$ cat src/rtl/comm_slave_if.sv
// comm_slave_if: serial RX line, command handshake and status pulses of the
// two-byte command receiver. The master side drives RX and the acknowledge.
interface comm_slave_if;
    logic        RX;
    logic        clr_cmd_rdy;
    logic [15:0] cmd;
    logic        cmd_rdy;
    logic        frm_err;
    logic        tmo;

    modport master (
        output RX,
        output clr_cmd_rdy,
        input  cmd,
        input  cmd_rdy,
        input  frm_err,
        input  tmo
    );

    modport slave (
        input  RX,
        input  clr_cmd_rdy,
        output cmd,
        output cmd_rdy,
        output frm_err,
        output tmo
    );
endinterface

$ cat src/rtl/comm_slave.sv
// comm_slave: 8N1 UART receiver that pairs consecutive bytes into a 16-bit
// command (high byte first) with a sticky ready flag.
// Optional macro CMD_TIMEOUT_EN: abandons a pending high byte when no start
// edge arrives within TIMEOUT_BITS bit periods; without it tmo is tied low.
module comm_slave #(
    parameter int unsigned BAUD_DIV     = 2604,
    parameter int unsigned TIMEOUT_BITS = 32
) (
    input  logic        clk,
    input  logic        rst_n,
    comm_slave_if.slave bus
);

    localparam logic [11:0] HalfLoad = 12'(BAUD_DIV / 2 - 1);
    localparam logic [11:0] BitLoad  = 12'(BAUD_DIV - 1);

    // Reject configurations the 12-bit baud counter cannot represent.
    if (BAUD_DIV < 8 || BAUD_DIV > 4095 || TIMEOUT_BITS < 1) begin : g_bad_cfg
        $error("comm_slave: BAUD_DIV must be 8..4095 and TIMEOUT_BITS >= 1");
    end

    typedef enum logic [1:0] {RxIdle, RxStart, RxData, RxStop} rx_state_e;
    typedef enum logic {PairWaitHi, PairWaitLo} pair_state_e;

    logic        rx_meta_q, rx_sync_q, rx_prev_q;
    rx_state_e   rx_state_q;
    logic [11:0] baud_cnt_q;
    logic [2:0]  bit_cnt_q;
    logic [7:0]  shift_q;
    logic        byte_vld_q, frm_err_q;
    pair_state_e pair_state_q;
    logic [7:0]  hold_q;
    logic [15:0] cmd_q;
    logic        cmd_rdy_q;
    logic        start_det;

`ifdef CMD_TIMEOUT_EN
    localparam int unsigned   TmoW    = (TIMEOUT_BITS > 1) ? $clog2(TIMEOUT_BITS) : 1;
    localparam logic [TmoW-1:0] TmoLast = TmoW'(TIMEOUT_BITS - 1);
    logic            tmo_q;
    logic            tmo_run_q;
    logic [11:0]     tmo_div_q;
    logic [TmoW-1:0] tmo_bits_q;
`endif

    // Falling edge of the synchronized line while the receiver is idle.
    assign start_det = (rx_state_q == RxIdle) && rx_prev_q && !rx_sync_q;

    // Two-flop synchronizer plus edge-detect history, preset high (line idle).
    always_ff @(posedge clk or negedge rst_n) begin
        if (!rst_n) begin
            rx_meta_q <= 1'b1;
            rx_sync_q <= 1'b1;
            rx_prev_q <= 1'b1;
        end else begin
            rx_meta_q <= bus.RX;
            rx_sync_q <= rx_meta_q;
            rx_prev_q <= rx_sync_q;
        end
    end

    // Bit receiver: start re-sample at half bit, 8 data bits LSB first, stop check.
    always_ff @(posedge clk or negedge rst_n) begin
        if (!rst_n) begin
            rx_state_q <= RxIdle;
            baud_cnt_q <= '0;
            bit_cnt_q  <= '0;
            shift_q    <= '0;
            byte_vld_q <= 1'b0;
            frm_err_q  <= 1'b0;
        end else begin
            byte_vld_q <= 1'b0;
            frm_err_q  <= 1'b0;
            unique case (rx_state_q)
                RxIdle: begin
                    if (start_det) begin
                        rx_state_q <= RxStart;
                        baud_cnt_q <= HalfLoad;
                    end
                end
                RxStart: begin
                    if (baud_cnt_q == '0) begin
                        if (rx_sync_q) begin
                            rx_state_q <= RxIdle;
                        end else begin
                            rx_state_q <= RxData;
                            baud_cnt_q <= BitLoad;
                            bit_cnt_q  <= '0;
                        end
                    end else begin
                        baud_cnt_q <= baud_cnt_q - 12'd1;
                    end
                end
                RxData: begin
                    if (baud_cnt_q == '0) begin
                        shift_q    <= {rx_sync_q, shift_q[7:1]};
                        baud_cnt_q <= BitLoad;
                        bit_cnt_q  <= bit_cnt_q + 3'd1;
                        if (bit_cnt_q == 3'd7) begin
                            rx_state_q <= RxStop;
                        end
                    end else begin
                        baud_cnt_q <= baud_cnt_q - 12'd1;
                    end
                end
                RxStop: begin
                    if (baud_cnt_q == '0) begin
                        byte_vld_q <= rx_sync_q;
                        frm_err_q  <= !rx_sync_q;
                        rx_state_q <= RxIdle;
                    end else begin
                        baud_cnt_q <= baud_cnt_q - 12'd1;
                    end
                end
                default: rx_state_q <= RxIdle;
            endcase
        end
    end

    // Byte pairing: hold the high byte, publish {hi, lo}; a set beats a clear.
    always_ff @(posedge clk or negedge rst_n) begin
        if (!rst_n) begin
            pair_state_q <= PairWaitHi;
            hold_q       <= '0;
            cmd_q        <= '0;
            cmd_rdy_q    <= 1'b0;
`ifdef CMD_TIMEOUT_EN
            tmo_q        <= 1'b0;
            tmo_run_q    <= 1'b0;
            tmo_div_q    <= '0;
            tmo_bits_q   <= '0;
`endif
        end else begin
`ifdef CMD_TIMEOUT_EN
            tmo_q <= 1'b0;
`endif
            if (bus.clr_cmd_rdy) begin
                cmd_rdy_q <= 1'b0;
            end
            unique case (pair_state_q)
                PairWaitHi: begin
                    if (byte_vld_q) begin
                        hold_q       <= shift_q;
                        cmd_rdy_q    <= 1'b0;
                        pair_state_q <= PairWaitLo;
`ifdef CMD_TIMEOUT_EN
                        tmo_run_q    <= !start_det;
                        tmo_div_q    <= '0;
                        tmo_bits_q   <= '0;
`endif
                    end
                end
                PairWaitLo: begin
                    if (byte_vld_q) begin
                        cmd_q        <= {hold_q, shift_q};
                        cmd_rdy_q    <= 1'b1;
                        pair_state_q <= PairWaitHi;
`ifdef CMD_TIMEOUT_EN
                        tmo_run_q    <= 1'b0;
                    end else if (start_det) begin
                        tmo_run_q  <= 1'b0;
                        tmo_div_q  <= '0;
                        tmo_bits_q <= '0;
                    end else if (tmo_run_q) begin
                        if (tmo_div_q == BitLoad) begin
                            tmo_div_q <= '0;
                            if (tmo_bits_q == TmoLast) begin
                                tmo_q        <= 1'b1;
                                tmo_run_q    <= 1'b0;
                                hold_q       <= '0;
                                pair_state_q <= PairWaitHi;
                            end else begin
                                tmo_bits_q <= tmo_bits_q + 1'b1;
                            end
                        end else begin
                            tmo_div_q <= tmo_div_q + 12'd1;
                        end
`endif
                    end
                end
                default: pair_state_q <= PairWaitHi;
            endcase
        end
    end

    assign bus.cmd     = cmd_q;
    assign bus.cmd_rdy = cmd_rdy_q;
    assign bus.frm_err = frm_err_q;
`ifdef CMD_TIMEOUT_EN
    assign bus.tmo     = tmo_q;
`else
    assign bus.tmo     = 1'b0;
`endif

endmodule

$ cat src/flat_wrapper.sv
// flat-port wrapper written by rule: the top's interface ports become plain ports
module comm_slave_flat 
#(
    parameter int unsigned BAUD_DIV     = 2604,
    parameter int unsigned TIMEOUT_BITS = 32
)
  (clk, rst_n, bus_RX, bus_clr_cmd_rdy, bus_cmd, bus_cmd_rdy, bus_frm_err, bus_tmo);
  comm_slave_if bus_i ();
  input  logic clk;
  input  logic rst_n;
  input wire logic [$bits(bus_i.RX)-1:0] bus_RX;
  input wire logic [$bits(bus_i.clr_cmd_rdy)-1:0] bus_clr_cmd_rdy;
  output wire logic [$bits(bus_i.cmd)-1:0] bus_cmd;
  output wire logic [$bits(bus_i.cmd_rdy)-1:0] bus_cmd_rdy;
  output wire logic [$bits(bus_i.frm_err)-1:0] bus_frm_err;
  output wire logic [$bits(bus_i.tmo)-1:0] bus_tmo;
  assign bus_i.RX = bus_RX;
  assign bus_i.clr_cmd_rdy = bus_clr_cmd_rdy;
  assign bus_cmd = bus_i.cmd;
  assign bus_cmd_rdy = bus_i.cmd_rdy;
  assign bus_frm_err = bus_i.frm_err;
  assign bus_tmo = bus_i.tmo;
  comm_slave #(.BAUD_DIV(BAUD_DIV), .TIMEOUT_BITS(TIMEOUT_BITS)) u_core (.clk(clk), .rst_n(rst_n), .bus(bus_i));
endmodule
$ cat config.mk
export PLATFORM = sky130hd
export DESIGN_NAME = comm_slave_flat
export DESIGN_NICKNAME = d
export VERILOG_FILES = /design/src/rtl/comm_slave_if.sv /design/src/rtl/comm_slave.sv /design/src/flat_wrapper.sv
export SDC_FILE = /design/constraint.sdc
export NUM_CORES = 1
export LEC_CHECK = 0
export CAP_MARGIN = 20
export CORE_MARGIN = 1.5
export CORE_UTILIZATION = 32
export DETAILED_ROUTE_END_ITERATION = 7
export PLACE_DENSITY = 0.57
export SLEW_MARGIN = 10
export SYNTH_ARGS = -nofsm -noshare
export SYNTH_HDL_FRONTEND = slang
export SYNTH_SLANG_ARGS = --single-unit
$ cat constraint.sdc
create_clock -name clk -period 2.5 [get_ports clk]
set_input_delay 0.625 -clock clk [delete_from_list [all_inputs] [get_ports clk]]
set_output_delay 0.625 -clock clk [all_outputs]
set_load 0.02 [all_outputs]
Word-level counts from Yosys, hierarchy flattened
Cells that the tools add are included.

Add/sub/neg operators: 2. Multipliers: 0. Divide/modulo/power cells: 0. Order comparisons: 0. Equality and inequality tests: 12. Shift-type cells: 0. Muxes and demuxes: 28. Bitwise operators: 1. Reduce and logical (&&, ||, !) cells: 12.

Operator list (number): 2-to-1 mux 12 bit (5); case mux 12 bit (4 select lines) (1); logical NOT 12 bit (1); 2-to-1 mux 2 bit (6); subtractor 12 x 1 -> 12 bit (second input constant) (1); != test 2 x 1 -> 1 bit (second input constant) (5); 2-to-1 mux 1 bit (9); 2-to-1 mux 3 bit (3); case mux 2 bit (4 select lines) (1); case mux 3 bit (2 select lines) (1); AND reduction 2 bit (3); AND reduction 5 bit (1); == test 2 bit (second input constant) (2); != test 2 bit (second input constant) (2); case mux 1 bit (2 select lines) (2); AND reduction 4 bit (1); adder 3 x 1 -> 3 bit (second input constant) (1); == test 3 bit (second input constant) (1); != test 3 bit (second input constant) (1); AND reduction 3 bit (1); == test 2 x 1 -> 1 bit (second input constant) (1); logical AND 1 bit (2); logical NOT 2 bit (1); nonzero test 2 bit (1); 2 further kinds (2).

Flip-flop bits (word level): 56. Bits in latches: 0. Bits in writable memories: 0. ROM bits: 0. Input port bits: 4. Output and inout bits: 19. Logic and storage cells: 68. Memories kept: 0.

Depth between registers and ports, before layout
Gate-level depths: netlist (run 1).

Word-level depth: 5. Mapped depth: 7. Mapped depth without buffers: 6.

Least setup slack after synthesis (run 1)
No wires, ideal clock.

Path kind: register to register. Start point: register u_core.baud_cnt_q[0]. End point: register u_core.baud_cnt_q[1]. Setup time: 125 ps. Data arrival time: 2148 ps. Data required time: 2375 ps. Path slack: 227 ps. Cell stages (with the launch flop): 7. Path buffers: 0. Clock period less this slack: 2273 ps. Cell sequence: dfrtp_1 -> inv_1 -> ha_1 -> or4b_1 -> nor4_4 -> or2_2 -> mux2_2.

Cells in the longest elaborated chain, start to end: 3. Elaborated cells on any way between the ends: 9. Classes of those cells: add/sub: 1; eq/ne: 2; mux: 4; reduce/logical: 2.

RTL lines: from (decl) (line comm_slave.sv:27) `logic [11:0] baud_cnt_q;`; from (signal assigned) (line comm_slave.sv:78) `baud_cnt_q <= HalfLoad;`; from (signal assigned) (line comm_slave.sv:87) `baud_cnt_q <= BitLoad;`; from (signal assigned) (line comm_slave.sv:91) `baud_cnt_q <= baud_cnt_q - 12'd1;`; subtractor 12 x 1 -> 12 bit / logical NOT 12 bit (equally long branches); 2-to-1 mux 12 bit, or another cell as far along (line comm_slave.sv:107) `if (baud_cnt_q == '0) begin`; case mux 12 bit (4 select lines) / AND reduction 3 bit (equally long branches).

Parallel ways exist; a longest one is shown, timed or not. The select of a mux whose other input is x is not followed. A chain may end at the register's enable or synchronous reset.

Worst setup path in the final report (run 1)
Start point: register u_core.baud_cnt_q[0]. End point: register u_core.shift_q[7].

Cells in the longest elaborated chain, start to end: 2.

RTL lines: logical NOT 12 bit (line comm_slave.sv:95) `if (baud_cnt_q == '0) begin`; AND reduction 2 bit (no line); to (signal assigned) (line comm_slave.sv:96) `shift_q <= {rx_sync_q, shift_q[7:1]};`; to (decl) (line comm_slave.sv:29) `logic [7:0] shift_q;`.

No other way between the ends.

==> results of run 1 <==
[final cells by class]
class / count / share of cell area (%)
Sequential cell: 56 / 44.9
Clock inverter: 3 / 0.840
Timing Repair Buffer: 30 / 8.72
Multi-Input combinational cell: 142 / 37.7
Inverter: 12 / 1.44
Tap cell: 105 / 4.20
Clock buffer: 5 / 2.20
[routing by layer]
| layer | global-route usage [%] | vias up | part of all wire (%) |
|---|---|---|---|
| met2 | 20.5 | 28 | 46 |
| met5 | 0 | - | 0 |
| met3 | 2.58 | 5 | 3.1 |
| met4 | 4.23 | 0 | 1.1 |
| met1 | 17.4 | 903 | 49 |
| li1 | - | 868 | - |
[critical path, stage by stage, from the launching register on]
cell and delay, ns:
dfrtp_1 0.41, inv_1 0.14, ha_1 0.17, or4b_1 0.53
nor3_2 0.28, nand2_1 0.26, mux2_2 0.34
[flip-flops by register name, summed over array words and instances (netlist names), named ones only]
name / flops
u_core.bus.cmd: 16
u_core.baud_cnt_q: 12
u_core.hold_q: 8
u_core.shift_q: 8
u_core.bit_cnt_q: 3
u_core.bus.cmd_rdy: 1
u_core.bus.frm_err: 1
u_core.byte_vld_q: 1
u_core.pair_state_q: 1
u_core.rx_meta_q: 1
u_core.rx_prev_q: 1
u_core.rx_state_q: 1
u_core.rx_sync_q: 1
[synthesized netlist by cell type, drive strengths merged, types with 4 or more instances]
cell type / number
inv: 12
mux2: 33
ha: 11
nand3: 4
a21oi: 5
o22a: 4
nor3: 7
buf: 4
o21ai: 5
nor2: 7
a41oi: 4
a211oi: 8
dfrtp: 53
clkbuf: 8
nand2: 8
[where the power goes]
group / internal, uW / switching, uW
clock: 205 / 314
sequential: 1020 / 139
combinational: 516 / 735
[logic make-up after synthesis]
group | count (synthesis)
flops | 56
simple gates | 48
compound gates | 47
mux | 35
buf+inv | 24
fa+ha+maj | 11
other cells | 1
[final timing paths]
| kind | startpoint | end | slack, ns | cells after the start |
|---|---|---|---|---|
| setup / recovery | u_core.baud_cnt_q[0]$_DFFE_PN0P_ | u_core.shift_q[7]$_DFFE_PN0P_ | 0.27 | 6 |
| min in group asynchronous | rst_n | u_core.bus.cmd[11]$_DFFE_PN0P_ | 0.43 | 2 |
| hold / removal | u_core.rx_meta_q$_DFF_PN1_ | u_core.rx_sync_q$_DFF_PN1_ | 0.37 | 0 |
| max in group asynchronous | rst_n | u_core.baud_cnt_q[2]$_DFFE_PN0P_ | 1.61 | 2 |
| setup reg to reg | u_core.baud_cnt_q[0]$_DFFE_PN0P_ | u_core.shift_q[7]$_DFFE_PN0P_ | 0.27 | 6 |
| hold reg to reg | u_core.rx_meta_q$_DFF_PN1_ | u_core.rx_sync_q$_DFF_PN1_ | 0.37 | 0 |
[metrics by stage]
stage | area, um2 | setup WS [ns]
after floorplan | 2680 | 0.227
after global placement | 3030 | 0.228
after detailed placement | 3030 | 0.159
after CTS | 3120 | 0.149
after global routing | 3130 | 0.0238
final | 3130 | 0.269
[what timing repair did]
action | in CTS | in global routing
setup endpoints to repair | 0 | 8
gates resized for setup | 0 | 1
hold buffers | 0 | 0
==> results.md, run 1 <==
- By area the synthesized netlist is led by dfrtp_1 49%, mux2_2 14%, ha_1 5.1%, dfstp_2 2.9%, a211oi_1 2.2%.
- Of all cell types, the one taking the most synthesized area is dfrtp_1.
- Once layout is complete, the utilization of the core stands at 38.3%.
- The placeable core area is 8180 um2.
- The number of antenna violations at the first check in global routing is 0.
- The final number of hold-violating endpoints is 0.
- Leaving out filler cells and counting taps, the final layout contains 353.
- Routability-driven placement finished with a final weighted congestion of 0.813.
- The multi-input combinational cell area is 1180 um2.
- In the final layout, flip-flops and latches occupy 1410 um2.
- The CTS buffer count is 5.
- The post-CTS setup-driven buffer insertion count is 0.
- The layout has 792 filler cells.
- The detailed-route vias per instance is 5.11.
- The wire length per cell is 14.7 um.
- The most common flop cell mapped by yosys is dfrtp_1.
- The routed layout has 1804 vias.
- The number of nets handed over by synthesis was 237.
- The tightest hold path in the finished design has a slack of 0.373 ns.
- 23 I/O pins were placed.
- The mean area per synthesized cell is 12.1 um2.
- The die outline area is 8940 um2.
- The starting DRC count in detailed routing is 80.
- Total power for the finished layout comes to 2930 uW.
- The maximum ir drop on the vdd rail is 371 uV.
- The CTS tree is done.
- The proportion of synthesized chip area in sequential cells is 52.4%.
- The final clock period utilization by the worst path is 89.3%.
- The total placed cells including tap cells is 345.
- The actual slew at the worst max-slew pin is 0.708 ns.
- The number of nets with antenna violations after detailed routing is 0.
- The area fraction in and, or, nand and nor cells after synthesis is 10.8%.
- After floorplanning, the core was divided into 33 placement rows.
- The post-layout minimum cycle time is 2.23 ns.
- The later-pin clock latency in the skew report is 0.31 ns.
- The worst setup path category is flip-flop to flip-flop.
- The endpoint type of the worst setup path is a flip-flop.
- Counting flops and latches in the post-synthesis netlist gives 56.
- For the final routed database, the setup TNS stands at 0 ns.
- Timing would allow up to 448 MHz.
- The number of maximum-capacitance constraint violations is 0.
- The synthesized design devotes to its leading area cell type 49.4% of total area.
- Entering global routing, the biggest net connects 57 pins.
- Clock-pin slew was measured on the worst setup and hold paths at 0.10 ns.
- The async set-reset flop share out of synthesis is 100%.
- Before antenna repair, the detailed router went through 4 iterations.
- The global-route wire length before repair is 9.09 mm.
- The xor/xnor cell area share of the yosys netlist is 0%.
- The worst-case clock skew is 0.0101 ns.
- After global routing the overflow that remains totals 0.
- The floorplan step set the die width to 94.6 um.
- The portion of synthesized area spent on multiplexers is 14.6%.
- For this run, design rule violations remaining after detail routing come to 0.
- Global routing used 12.8% of the available tracks.
- The run finished with clean final reports.
- The headroom to the max-slew limit is 52.8%.
- Summing the areas of all compound-gate instances in the mapped netlist gives 13.1% of the synthesized area.
- The total power per unit cell area is 936 nW/um2.
- The critical path startpoint category is a flip-flop.
- The worst min-delay path category is flip-flop to flip-flop.
- Setup repair after global routing left no endpoint under its margin.
- The total count of max-transition violations in the final report was 0.
- The port buffer count is 21.
- The worst endpoint required time is 2.70 ns.
- The static leakage power is 0.00146 uW.
- The library cells used most frequently in the layout, excluding fill and tap cells, are 53 x dfrtp_1, 33 x mux2_2, 20 x clkdlybuf4s50_1.
- The layout cell share with drive strength beyond 1 is 24.6%.
- The library cell used most frequently in the layout, excluding fill and tap cells, is dfrtp_1.
- The number of global-route vias before repair is 1836.
- The critical path arrival is 2.43 ns.
- The final setup violation count is 0.
- The largest family of logic cells by synthesized area is multiplexers.
- The starting utilization of the core area is 32.8%.
- Of the total synthesized cell area, the portion taken by full adders, half adders and majority gates is 5.13%.
- The H-tree generated during clock tree synthesis spans 2 levels.
- Detailed placement ended at an HPWL of 3.61 mm.
- The maximum fanout count along the critical path is 8.
- The number of synthesized flops with an enable pin is 0.
- The number of warnings issued by yosys is 0.
- The count of mapped cells out of synthesis is 222.
- Counting along the longest clock path gives a buffer depth of 2.
- The synthesis-to-layout area growth is 16.7%.
- The root buffer cell is clkbuf_8.
- The final routed wirelength across all metal layers is 5.19 mm.
- In this run the vertical extent of the chip is 94.6 um.
- The repair_antennas step left the layout with diodes totalling 0.
- The clock sink total is 56.
- The number of different library cells used by synthesis comes to 48.
- The post-synthesis instance area is 2680 um2.
- After the last flow step, the layout net total stands at 262.
No activity file was read; power rests on OpenSTA's default activity.
==> run 2, diff against run 1 <==
Clock period 2.5 ns to 2.9 ns, I/O delays scaled along.
==> results.md, run 2 (same netlist as run 1, synthesis figures left out) <==
- The flow ran to the end, and the final reports show no timing, DRC or antenna violations.
- The global-route wire length before repair is 8.80 mm (-3.2%).
- Setup repair after global routing left no endpoint under its margin.
- The post-CTS setup-driven buffer insertion count was 0 (unchanged).
- The number of maximum-capacitance constraint violations is 0 (unchanged).
- The clock sink total is 56 (unchanged).
- The most crowded layer after global routing is met2.
- The final-layout setup total negative slack is 0 ns (unchanged).
- The slack of the worst reg-to-reg path came to 0.47 ns (+0.21 ns).
- The global-route usage over all layers was 12.7% (-0.19 points).
- The overall overflow remaining after global route is 0 (unchanged).
- The layout cell share with drive strength beyond 1 is 22.6% (-2.0 points).
- The maximum root-to-sink buffer count is 2 (unchanged).
- The starting utilization of the core area is 32.8% (unchanged).
- The synthesis-to-layout area growth is 15.6%.
- The headroom to the max-slew limit is 50.7% (-2.1 points).
- The number of inserted filler cells in the final layout is 799 (+0.88%).
- The min-delay analysis places its worst path in the category flip-flop to flip-flop.
- The post-layout minimum cycle time is 2.43 ns (+0.194 ns).
- The final clock period utilization by the worst path was 83.6% (-5.6 points).
- The worst endpoint required time is 3.10 ns (+0.40 ns).
- The critical path arrival was 2.63 ns (+0.20 ns).
- The final layout net count is 257 (-1.9%).
- The die height came to 94.6 um (unchanged).
- The final weighted congestion in routability-driven placement is 0.817 (+0.55%).
- The count of H-tree levels built during CTS was 2 (unchanged).
- The top cell types in the final layout, fill and taps aside, are 53 x dfrtp_1, 33 x mux2_2, 20 x clkdlybuf4s50_1.
- The number of global-route vias before repair came to 1801 (-1.9%).
- The cell type group with the largest total delay on the critical path is simple AND/OR/NAND/NOR gates.
- The root buffer cell is clkbuf_8.
- The via count is 1801 (-0.17%).
- The number of nets with antenna violations after detailed routing is 0 (unchanged).
- The antenna diode instance count came to 0 (unchanged).
- The most frequent standard cell in the layout excluding fill and tap cells is dfrtp_1.
- TritonCTS built the clock tree.
- The buffers plus inverters on the worst setup path is 1 (unchanged).
- The multi-input combinational cell area is 1170 um2 (-0.42%).
- The met2 capacity usage during global routing was 20.1% (-0.36 points).
- The starting DRC count in detailed routing is 66 (-18%).
- The port buffer count is 21 (unchanged).
- The maximum number of pins on one net before global-route repair is 33 (-42%).
- The number of buffers inserted for hold repair after clock tree synthesis came to 0 (unchanged).
- The number of gates given a new drive strength after cts was 0 (unchanged).
- The number of antenna violations at the first check in global routing came to 0 (unchanged).
- The met1 usage is 16.9% (-0.50 points).
- The number of flip-flops under the largest register name was 16 (unchanged).
- The number of ports placed on the die boundary came to 23 (unchanged).
- The maximum fanout count along the critical path came to 8 (unchanged).
- The later-pin clock latency in the skew report is 0.31 ns (about the same).
- The routing usage on met3 is 2.33% (-0.24 points).
- The CTS buffer count is 5 (unchanged).
- The static leakage power is 0.00144 uW (-1.1%).
- The largest incremental delay on the critical path came to 0.52 ns (about the same).
- The combined flip-flop and latch cell area is 1410 um2 (unchanged).
- The maximum ir drop on the vdd rail is 305 uV (-18%).
- The die outline area is 8940 um2 (unchanged).
- The post-route worst hold slack is 0.370 ns (-0.00362 ns).
- The signal on the critical path passes through inv_1, ha_1, or4b_1, nor3_1, nand2_1, mux2_2.
- The total count of max-transition violations in the final report is 0 (unchanged).
- The post-detailed-placement half-perimeter wirelength is 3.52 mm (-2.6%).
- The endpoint type of the worst setup path is a flip-flop.
- STA classifies the critical path startpoint as a flip-flop.
- The final setup violation count is 0 (unchanged).
- The worst setup path category is flip-flop to flip-flop.
- The placeable core area is 8180 um2 (unchanged).
- The placement row count is 33 (unchanged).
- The largest individual stage delay along the critical path comes from the cell or4b_1.
- The total power per unit cell area is 795 nW/um2 (-15%).
- The final number of hold-violating endpoints is 0 (unchanged).
- The remaining design rule violation count is 0 (unchanged).
- The peak clock frequency supported by timing came to 412 MHz (-8.0%).
- The wire length per cell was 14.7 um (-0.20%).
- The total placed cells including tap cells came to 340 (-1.4%).
- The detailed-route vias per instance is 5.18 (+1.3%).
- The horizontal die dimension is 94.6 um (unchanged).
- The actual slew at the worst max-slew pin is 0.740 ns (+0.0320 ns).
- The worst-case clock skew is 0.00578 ns (-0.00432 ns).
- The number of optimization iterations in the first detailed-route pass came to 4 (unchanged).
- The final routed wirelength across all metal layers is 5.11 mm (-1.6%).
- The clock transition time at the flip-flop clock pins of the worst setup and hold paths is 0.10 ns (about the same).
- The final instance count without filler cells is 348 (-1.4%).
[run 2: changes by cell type in the layout (fill, tap and decap cells not counted)]
cell	before	now
clkinv_4	0	1
buf_12	0	1
buf_4	9	3
nor3_1	6	7
clkinvlp_4	2	1
nor3_2	1	0
[run 2: layer usage]
| metal | up-vias | share of wire [%] |
|---|---|---|
| met4 | 0 | 0.86 |
| met2 | 44 | 47 |
| met5 | - | 0 |
| met1 | 889 | 48 |
| met3 | 7 | 4.5 |
| li1 | 861 | - |
[run 2: final cells by class]
| type | instances | share of cell area (%) |
|---|---|---|
| inverter | 12 | 1.45 |
| clock buffer | 5 | 2.22 |
| timing repair buffer | 25 | 7.99 |
| tap | 105 | 4.24 |
| multi-input combinational | 142 | 37.9 |
| clock inverter | 3 | 0.888 |
| sequential | 56 | 45.3 |
[run 2: worst paths after layout]
| path | from | cells past startpoint | endpoint |
|---|---|---|---|
| setup / recovery | u_core.baud_cnt_q[0]$_DFFE_PN0P_ | 6 | u_core.shift_q[0]$_DFFE_PN0P_ |
| hold / removal | u_core.rx_meta_q$_DFF_PN1_ | 0 | u_core.rx_sync_q$_DFF_PN1_ |
| setup reg to reg | u_core.baud_cnt_q[0]$_DFFE_PN0P_ | 6 | u_core.shift_q[0]$_DFFE_PN0P_ |
| hold reg to reg | u_core.rx_meta_q$_DFF_PN1_ | 0 | u_core.rx_sync_q$_DFF_PN1_ |
| max in group asynchronous | rst_n | 2 | u_core.rx_meta_q$_DFF_PN1_ |
| min in group asynchronous | rst_n | 1 | u_core.bus.cmd[12]$_DFFE_PN0P_ |
[run 2: power breakdown]
part           internal, uW  total [uW]  switching (uW)
sequential              879         996             117
clock                   178         447             270
combinational           398        1020             623
[run 2: metrics by stage]
step	utilization [%]	instance area, um2	power, uW	setup slack (ns)
6_report	37.9	3100	2460	0.475
5_1_grt	37.9	3100	2660	0.243
4_1_cts	37.9	3100	2490	0.434
3_5_place_dp	36.7	3000	2030	0.470
3_3_place_gp	36.7	3000	2010	0.537
2_1_floorplan	-	2680	1790	0.627
